$ cat src/rtl/viterbi_survivor_unit_pkg.sv
// Shared types and elaboration-time helpers for the Viterbi survivor unit.
package viterbi_pkg;

  typedef enum logic {RUN, FLUSH} fsm_t;

  // ceil(log2(v)), with clog2(1) = 0
  function automatic int unsigned clog2(input int unsigned v);
    int unsigned r;
    r = 0;
    while ((32'd1 << r) < v) r++;
    return r;
  endfunction

  function automatic int unsigned n_states(input int unsigned k);
    return 32'd1 << (k - 1);
  endfunction

  // Predecessor of state s given ACS decision d: {s[m-2:0], d}
  function automatic int unsigned pred_idx(input int unsigned s, input logic d,
                                           input int unsigned m);
    return ((s << 1) | {31'b0, d}) & ((32'd1 << m) - 1);
  endfunction

endpackage

$ cat src/rtl/viterbi_survivor_unit_if.sv
// Trellis-step input and decoded-bit output bus of the survivor unit.
interface viterbi_survivor_unit_if #(
  parameter int unsigned NS   = 4,
  parameter int unsigned PM_W = 8
);
  logic             valid_i;
  logic             ready_o;
  logic             last_i;
  logic [NS-1:0]    dec_bits_i;
  logic [NS*PM_W-1:0] pm_i;
  logic             decoded_bit_o;
  logic             valid_o;
  logic             last_o;

  modport master (
    output valid_i, last_i, dec_bits_i, pm_i,
    input  ready_o, decoded_bit_o, valid_o, last_o
  );

  modport slave (
    input  valid_i, last_i, dec_bits_i, pm_i,
    output ready_o, decoded_bit_o, valid_o, last_o
  );
endinterface

$ cat src/rtl/viterbi_survivor_unit_best.sv
// Argmin over NS unsigned path metrics; ties resolve to the lowest index.
module best_state_sel
  import viterbi_pkg::*;
#(
  parameter int unsigned NS   = 4,
  parameter int unsigned PM_W = 8,
  localparam int unsigned IDX_W = clog2(NS)
) (
  input  logic [NS*PM_W-1:0] pm,
  output logic [IDX_W-1:0]   best
);

  logic [PM_W-1:0] best_pm;

  // Strict less-than keeps the earlier (lower) index on equal metrics
  always_comb begin
    best    = '0;
    best_pm = pm[PM_W-1:0];
    for (int unsigned s = 1; s < NS; s++) begin
      if (pm[s*PM_W +: PM_W] < best_pm) begin
        best_pm = pm[s*PM_W +: PM_W];
        best    = IDX_W'(s);
      end
    end
  end

endmodule

$ cat src/rtl/viterbi_survivor_unit.sv
// Register-exchange survivor memory with frame-end flush of pending bits.
module viterbi_survivor_unit
  import viterbi_pkg::*;
#(
  parameter int unsigned K          = 3,
  parameter int unsigned TBL        = 15,
  parameter int unsigned PM_W       = 8,
  parameter bit          TERMINATED = 1'b1
) (
  input  logic clk,
  input  logic rst_n,
  viterbi_survivor_unit_if.slave bus
);

  localparam int unsigned M     = K - 1;
  localparam int unsigned NS    = n_states(K);
  localparam int unsigned IDX_W = clog2(NS);
  localparam int unsigned CNT_W = clog2(TBL + 1);

  fsm_t             state, state_next;
  logic [TBL-1:0]   surv      [NS];
  logic [TBL-1:0]   surv_next [NS];
  logic [CNT_W-1:0] fill_cnt, fill_next, flush_cnt, flush_load;
  logic [TBL-1:0]   flush_sr;
  logic [IDX_W-1:0] best, sel;
  logic             ready, accept;
  logic             valid_q, bit_q, last_q;

  best_state_sel #(.NS(NS), .PM_W(PM_W)) u_best (
    .pm   (bus.pm_i),
    .best (best)
  );

  assign accept        = bus.valid_i & ready;
  assign sel           = TERMINATED ? '0 : best;
  assign bus.ready_o   = ready;
  assign bus.valid_o   = valid_q;
  assign bus.decoded_bit_o = bit_q;
  assign bus.last_o    = last_q;

  // Each state's survivor extends its chosen predecessor with the state's input bit (MSB)
  always_comb begin
    logic [IDX_W-1:0] p;
    logic             in_bit;
    for (int unsigned s = 0; s < NS; s++) begin
      p            = IDX_W'(pred_idx(s, bus.dec_bits_i[s], M));
      in_bit       = 1'(s >> (M - 1));
      surv_next[s] = (surv[p] << 1) | {{(TBL-1){1'b0}}, in_bit};
    end
  end

  // Saturating step count and number of not-yet-emitted bits at frame end
  always_comb begin
    fill_next  = (fill_cnt == CNT_W'(TBL)) ? fill_cnt : fill_cnt + 1'b1;
    flush_load = (fill_next == CNT_W'(TBL)) ? CNT_W'(TBL - 1) : fill_next;
  end

  // FSM state register
  always_ff @(posedge clk or negedge rst_n) begin
    if (!rst_n) state <= RUN;
    else        state <= state_next;
  end

  // FSM next-state: enter FLUSH on accepted last step, leave on the final flushed bit
  always_comb begin
    state_next = state;
    case (state)
      RUN:     if (accept && bus.last_i) state_next = FLUSH;
      FLUSH:   if (flush_cnt == CNT_W'(1)) state_next = RUN;
      default: state_next = RUN;
    endcase
  end

  // FSM outputs
  always_comb begin
    ready = (state == RUN);
  end

  // Survivor update, RUN decisions and flush shifter
  always_ff @(posedge clk or negedge rst_n) begin
    if (!rst_n) begin
      for (int unsigned s = 0; s < NS; s++) surv[s] <= '0;
      fill_cnt  <= '0;
      flush_cnt <= '0;
      flush_sr  <= '0;
      valid_q   <= 1'b0;
      bit_q     <= 1'b0;
      last_q    <= 1'b0;
    end else begin
      valid_q <= 1'b0;
      last_q  <= 1'b0;
      if (state == RUN) begin
        if (accept) begin
          for (int unsigned s = 0; s < NS; s++) surv[s] <= surv_next[s];
          fill_cnt <= fill_next;
          if (fill_next == CNT_W'(TBL)) begin
            valid_q <= 1'b1;
            bit_q   <= surv_next[best][TBL-1];
          end
          // Left-align the pending bits so the oldest one sits at the MSB
          if (bus.last_i) begin
            flush_sr  <= surv_next[sel] << (CNT_W'(TBL) - flush_load);
            flush_cnt <= flush_load;
          end
        end
      end else begin
        valid_q   <= 1'b1;
        bit_q     <= flush_sr[TBL-1];
        flush_sr  <= flush_sr << 1;
        flush_cnt <= flush_cnt - 1'b1;
        if (flush_cnt == CNT_W'(1)) begin
          last_q   <= 1'b1;
          for (int unsigned s = 0; s < NS; s++) surv[s] <= '0;
          fill_cnt <= '0;
        end
      end
    end
  end

endmodule

$ cat src/flat_wrapper.sv
// flat-port wrapper written by rule: the top's interface ports become plain ports
module viterbi_survivor_unit_flat import viterbi_pkg::*;
#(
  parameter int unsigned K          = 3,
  parameter int unsigned TBL        = 15,
  parameter int unsigned PM_W       = 8,
  parameter bit          TERMINATED = 1'b1
)
  (clk, rst_n, bus_valid_i, bus_last_i, bus_dec_bits_i, bus_pm_i, bus_ready_o, bus_decoded_bit_o, bus_valid_o, bus_last_o);
  viterbi_survivor_unit_if #(.NS(4), .PM_W(PM_W)) bus_i ();
  input  logic clk;
  input  logic rst_n;
  input wire logic [$bits(bus_i.valid_i)-1:0] bus_valid_i;
  input wire logic [$bits(bus_i.last_i)-1:0] bus_last_i;
  input wire logic [$bits(bus_i.dec_bits_i)-1:0] bus_dec_bits_i;
  input wire logic [$bits(bus_i.pm_i)-1:0] bus_pm_i;
  output wire logic [$bits(bus_i.ready_o)-1:0] bus_ready_o;
  output wire logic [$bits(bus_i.decoded_bit_o)-1:0] bus_decoded_bit_o;
  output wire logic [$bits(bus_i.valid_o)-1:0] bus_valid_o;
  output wire logic [$bits(bus_i.last_o)-1:0] bus_last_o;
  assign bus_i.valid_i = bus_valid_i;
  assign bus_i.last_i = bus_last_i;
  assign bus_i.dec_bits_i = bus_dec_bits_i;
  assign bus_i.pm_i = bus_pm_i;
  assign bus_ready_o = bus_i.ready_o;
  assign bus_decoded_bit_o = bus_i.decoded_bit_o;
  assign bus_valid_o = bus_i.valid_o;
  assign bus_last_o = bus_i.last_o;
  viterbi_survivor_unit #(.K(K), .TBL(TBL), .PM_W(PM_W), .TERMINATED(TERMINATED)) u_core (.clk(clk), .rst_n(rst_n), .bus(bus_i));
endmodule
$ cat config.mk
export PLATFORM = sky130hd
export DESIGN_NAME = viterbi_survivor_unit_flat
export DESIGN_NICKNAME = d
export VERILOG_FILES = /design/src/rtl/viterbi_survivor_unit_pkg.sv /design/src/rtl/viterbi_survivor_unit_if.sv /design/src/rtl/viterbi_survivor_unit_best.sv /design/src/rtl/viterbi_survivor_unit.sv /design/src/flat_wrapper.sv
export SDC_FILE = /design/constraint.sdc
export NUM_CORES = 1
export LEC_CHECK = 0
export CAP_MARGIN = 20
export CORE_MARGIN = 2
export CORE_UTILIZATION = 55
export DETAILED_ROUTE_END_ITERATION = 10
export GPL_TIMING_DRIVEN = 0
export PLACE_DENSITY = 0.75
export SYNTH_ARGS = -nofsm -noshare
export SYNTH_HDL_FRONTEND = slang
export SYNTH_SLANG_ARGS = --single-unit
$ cat constraint.sdc
create_clock -name clk -period 4.25 [get_ports clk]
set_input_delay 0.85 -clock clk [delete_from_list [all_inputs] [get_ports clk]]
set_output_delay 0.85 -clock clk [all_outputs]
set_load 0.1 [all_outputs]
* After elaboration in Yosys (flattened, before gate mapping)
Index checks and enable logic that the tools add are counted.
** Word-level totals
- Output and inout port bits :: 4
- Logic and storage cells :: 86
- Bits in registers :: 87
- Memories :: 0
- Memory bits (read-only) :: 0
- Bits in writable memories :: 0
- Input port bits :: 40
- Latch bits :: 0
** Cells by class
- $mul :: 0
- Reduce and logical (&&, ||, !) cells :: 7
- Bitwise gates (word level) :: 7
- Eq/ne operators :: 4
- $add $sub $neg :: 3
- Multiplexer cells :: 45
- Divide/modulo/power cells :: 0
- Order comparisons :: 8
- Shift operators :: 1
** Operators by type and width (count)
- 2-to-1 mux 60 bit :: 3
- binary-select mux 15 bit (select 2 bit) :: 5
- 2-to-1 mux 14 bit :: 8
- 2-to-1 mux 15 bit :: 5
- 2-to-1 mux 4 bit :: 8
- < comparator 8 bit :: 3
- 2-to-1 mux 8 bit :: 2
- >= comparator 3 bit (second input constant) :: 5
- left shift 15 x 4 -> 15 bit :: 1
- 2-to-1 mux 1 bit :: 11
- inverter 2 -> 3 bit :: 3
- == test 4 bit (second input constant) :: 2
- inverter 1 -> 3 bit :: 2
- AND reduction 2 bit :: 3
- nonzero test 2 bit :: 3
- adder 4 x 1 -> 4 bit (second input constant) :: 1
- == test 4 x 1 -> 1 bit (second input constant) :: 1
- 2-to-1 mux 2 bit :: 2
- subtractor 4 x 1 -> 4 bit (second input constant) :: 1
- subtractor 4 bit (first input constant) :: 1
- inequality test 2 bit (second input constant) :: 1
- one-hot mux 1 bit (2 select lines) :: 1
- bitwise AND 1 bit :: 1
- logical AND 1 bit :: 1
- inverter 1 bit :: 1

* Longest topological paths before layout
- Depth after elaboration :: 13
- Depth in mapped cells :: 25
- Gate-level depth less buffers :: 22

* Hierarchy
A second synthesis with hierarchy kept.
** Second synthesis, totals
- Cell total of the unflattened synthesis :: 549
- Area total of the unflattened synthesis :: 5048.6 um2
** Modules (own cells, without submodules)
- viterbi_survivor_unit :: seq. area each 1876.8 um2, cells an instance 456, area each 4270.3 um2, times used 1
- best_state_sel :: seq. area each 0.0 um2, cells an instance 93, area each 778.2 um2, times used 1

* Worst setup path before layout
OpenSTA, ideal clock, no wires.
- Kind :: input to register
- From :: input port bus_pm_i[1]
- To :: register u_core.bit_q (netlist: u_core.bus.decoded_bit_o)
- Arrival :: 5104 ps
- Path buffers :: 3
- Library setup time :: 129 ps
- Cell stages on the path :: 24
- Setup slack :: -983 ps
- Required time :: 4121 ps
- Cells stage by stage :: inv_1 > ha_1 > a2111oi_4 > o21ai_1 > buf_4 > mux2i_1 > ha_1 > a21o_1 > a221oi_1 > a21boi_0 > a31o_1 > buf_2 > clkbuf_1 > nand2_1 > o21ai_0 > ha_1 > a21o_1 > a21o_1 > a211oi_1 > nand3_1 > and4bb_1 > o31ai_1 > a22o_1 > a22oi_1
** Between the ends
- Word-level cells in the longest chain between the ends :: 13
- Elaborated cells between the ends (all ways) :: 15
- Classes of those cells :: order compare: 3; mux: 11; bitwise: 1
** Ends and longest elaborated chain
- start: declaration :: line flat_wrapper.sv:16 : input wire logic [$bits(bus_i.pm_i)-1:0] bus_pm_i;
- < comparator 8 bit :: line viterbi_survivor_unit_best.sv:20 : if (pm[s*PM_W +: PM_W] < best_pm) begin
- 2-to-1 mux 8 bit :: line viterbi_survivor_unit_best.sv:20
- < comparator 8 bit :: line viterbi_survivor_unit_best.sv:20
- 2-to-1 mux 8 bit :: line viterbi_survivor_unit_best.sv:20
- < comparator 8 bit :: line viterbi_survivor_unit_best.sv:20
- 2-to-1 mux 2 bit * :: line viterbi_survivor_unit_best.sv:20
- inverter 2 -> 3 bit (not written as such) * :: line viterbi_survivor_unit.sv:98 : bit_q <= surv_next[best][TBL-1];
- binary-select mux 15 bit (select 2 bit) * :: line viterbi_survivor_unit.sv:98
- 2-to-1 mux 15 bit (not written as such) * (2 in series) :: line viterbi_survivor_unit.sv:98
- 2-to-1 mux 1 bit * :: line viterbi_survivor_unit.sv:96 : if (fill_next == CNT_W'(TBL)) begin
- 2-to-1 mux 1 bit * :: line viterbi_survivor_unit.sv:93 : if (accept) begin
- 2-to-1 mux 1 bit * :: line viterbi_survivor_unit.sv:92 : if (state == RUN) begin
- end signal: assignment :: line viterbi_survivor_unit.sv:98
- end signal: assignment :: line viterbi_survivor_unit.sv:108 : bit_q <= flush_sr[TBL-1];
- end: declaration :: line viterbi_survivor_unit.sv:27 : logic valid_q, bit_q, last_q;
Every way passes the cells marked *; elsewhere a longest branch is shown, timed or not. The select of a mux whose other input is x is not followed.
A chain may end at the register's enable or synchronous reset.

* Worst setup path in the final report
- From :: input port bus_pm_i[6]
- To :: register u_core.bit_q (netlist: u_core.bus.decoded_bit_o)
Same word-level chain as after synthesis.

==> reports/qor.yml <==
post-dp-hpwl_mm: 9.73
io_buffers: 39
status: "finished with violations"
placed_area_sq_mm: 0.00558
grt_pass1_vias: 4468
ys_types: 54
syn_inst: 518
pin_count: 44
grt_max_degree: 46
violations: "setup timing"
antenna_cells: 0
tightest_slew_ns: 0.998
cts-htree-levels: 3
cts_buffers: 9
cp.arrival_ns: 5.41
clk_latency_ns: 0.35
crit_top_cell: "buf_4"
clk_pin_slew_ns: 0.08
grt_antenna_before_repair: 0
cp_num_buf_inv: 16
clkSinkCount: 75
startpoint_type: "input port"
initial_utilization: 0.565
grt_pass1_wl_mm: 22.5
synth_seq_cells: 75
max-vdd-ir-drop_mv: 0.262
hold_path_class: "in2async"
num_rows: 34
ctsHoldBuffers: 0
async_flop_share: 1.00
final_area_sq_mm: 0.00626
finalHoldViolations: 0
syn_nets: 582
synthFlopType: "dfrtp_1"
power.density_mw_per_mm2: 518
chipWidth_um: 98.6
cp_top_family: "buffers and inverters"
ant_nets: 0
drv_cap: 0
gp_congestion: 0.909
syn_area_sq_mm: 0.00493
yosysWarnings: 0
fin_nets: 666
ctsRootBufferMaster: "clkbuf_8"
slowest_stage: "a31o_1"
critPathRequiredTime_ns: 4.48
setup_violations: 1
post_drt_wl_per_cell_um: 20.0
setup_tns_ns: -0.922
min_period_ns: 5.17
dpl_worst_slack_ns: -1.89
path_class: "in2reg"
end_kind: "flop"
cts.path.max_buffers: 2
totalWireLength_mm: 14.3
drt_iter0_markers: 252
syn_avg_cell_area_sq_um: 9.51
area_delta_synth_final_pct: 27.1
drv_slew: 0
worstPathMaxFanout: 6
critPathMaxStageDelay_ns: 0.29
fmax_mhz: 193
first_pass_iters: 5
relSlewSlack: 0.333
fillerInstances: 639
drive_above_1_share: 0.185
grtUsageTotal: 0.293
drc: 0
final_cell_mix: "93 x nand2_1, 75 x dfrtp_1, 62 x mux2i_1"
rsz0062_at_grt: "true"
die_h_um: 98.6
synth_edf_count: 0
finalClockSkew_ns: 0.0106
leakagePower_uw: 0.00275
grt_overflow: 0
final_common_cell: "nand2_1"
vias: 4507
dieArea_sq_mm: 0.00973
core-area_sq_mm: 0.00872
layout_setup_ws_ns: -0.922
period_share: 1.22
tritoncts: "built"
ys_seq_area_frac: 0.381
via_per_inst: 6.30
==> cell type report <==
class | count | area, sq um | area share
clock inverter | 7 | 124 | 0.0198
sequential | 75 | 1880 | 0.300
clock buffer | 9 | 124 | 0.0198
inverter | 15 | 71.3 | 0.0114
timing repair buffer | 74 | 692 | 0.111
tap | 108 | 135 | 0.0216
multi-input combinational | 392 | 3060 | 0.489
buffer | 35 | 174 | 0.0278
==> sequential cells by signal (all words and copies together), names as in the netlist <==
| name | flops |
|---|---|
| u_core.flush_sr | 13 |
| u_core.bus.last_o | 1 |
| u_core.surv | 50 |
| u_core.bus.decoded_bit_o | 1 |
| u_core.flush_cnt | 4 |
| u_core.fill_cnt | 4 |
| u_core.state | 1 |
| u_core.bus.valid_o | 1 |
==> path summary, 6_finish.rpt <==
path                                    start                        to  slack (ns)  cells past startpoint
max reg2reg                u_core.fill_cnt[1]       u_core.flush_sr[10]        1.39                     10
min                                     rst_n            u_core.surv[0]        0.43                      1
max                               bus_pm_i[6]  u_core.bus.decoded_bit_o       -0.92                     31
min in group clk           u_core.flush_sr[2]        u_core.flush_sr[2]        0.50                      1
min reg2reg                u_core.flush_sr[2]        u_core.flush_sr[2]        0.50                      1
max in group asynchronous               rst_n  u_core.bus.decoded_bit_o        3.25                      2
==> report_power, final <==
| part | leakage [uW] | switching, uW | internal [uW] |
|---|---|---|---|
| Combinational | 0.00162 | 914 | 587 |
| Sequential | 0.00101 | 177 | 888 |
| Clock | 0.000120 | 286 | 394 |
==> layer usage <==
layer  wire length (um)  track usage
met4                314       0.0885
met3                563       0.0376
met2               7170        0.506
met5                  0            0
met1               6260        0.386
==> worst register-to-register path, delay by kind of cell, from the launching register on <==
kind | cells | cell delay [ns]
buf+inv | 1 | 0.16
compound gates | 4 | 0.90
simple gates | 2 | 0.29
fa+ha+maj | 1 | 0.33
mux | 2 | 0.59
flops | 1 | 0.46
==> cell families (layout without fill, tap and decap cells) <==
group,count (synthesis),count (layout),share of synthesized area
AOI/OAI and AO/OA,141,141,0.192
xor gates and xnor gates,1,1,0.00178
adders and majority gates,24,24,0.0610
buffers and inverters,51,140,0.0447
DFF,75,75,0.381
muxes,78,78,0.189
and+or+nand+nor,148,148,0.131
==> Yosys cell counts (2+ instances only) <==
cell type	number	area [sq um]
nand2_1	94	353
dfrtp_1	75	1880
mux2i_1	66	661
o22ai_1	56	350
clkbuf_1	29	109
ha_1	24	300
nor2_1	19	71.3
o21ai_0	19	95.1
a21oi_1	15	75.1
inv_1	15	56.3
mux4_1	9	236
nand3_1	8	40.0
o21ai_1	8	40.0
a22oi_1	7	52.6
nand4_1	5	31.3
nor3_1	5	25.0
o21a_1	5	37.5
a211oi_1	4	30.0
a21o_1	3	22.5
a221o_1	3	30.0
mux2_2	3	33.8
nand2b_1	3	18.8
o211ai_1	3	22.5
a221oi_1	2	17.5
and2_1	2	12.5
buf_1	2	7.51
buf_2	2	10.0
nand3b_1	2	15.0
nor2b_1	2	12.5
o2111ai_1	2	17.5
o21bai_1	2	15.0
o221ai_1	2	17.5
==> through the flow <==
stage	hold slack [ns]	cells	power, uW	util
2_1_floorplan	0.455	518	2030	-
3_3_place_gp	0.471	665	2390	0.637
3_5_place_dp	0.481	666	2440	0.640
4_1_cts	0.437	710	3190	0.710
5_1_grt	0.453	715	3430	0.718
6_report	0.431	715	3250	0.718
==> timing repair <==
action / 4_1_cts / 5_1_grt
setup buffers: 28 / 6
pin swaps: 24 / 19
resized for setup: 95 / 11
endpoints found under the setup margin: 1 / 1
Note: power is estimated with default switching activity, not from simulation.
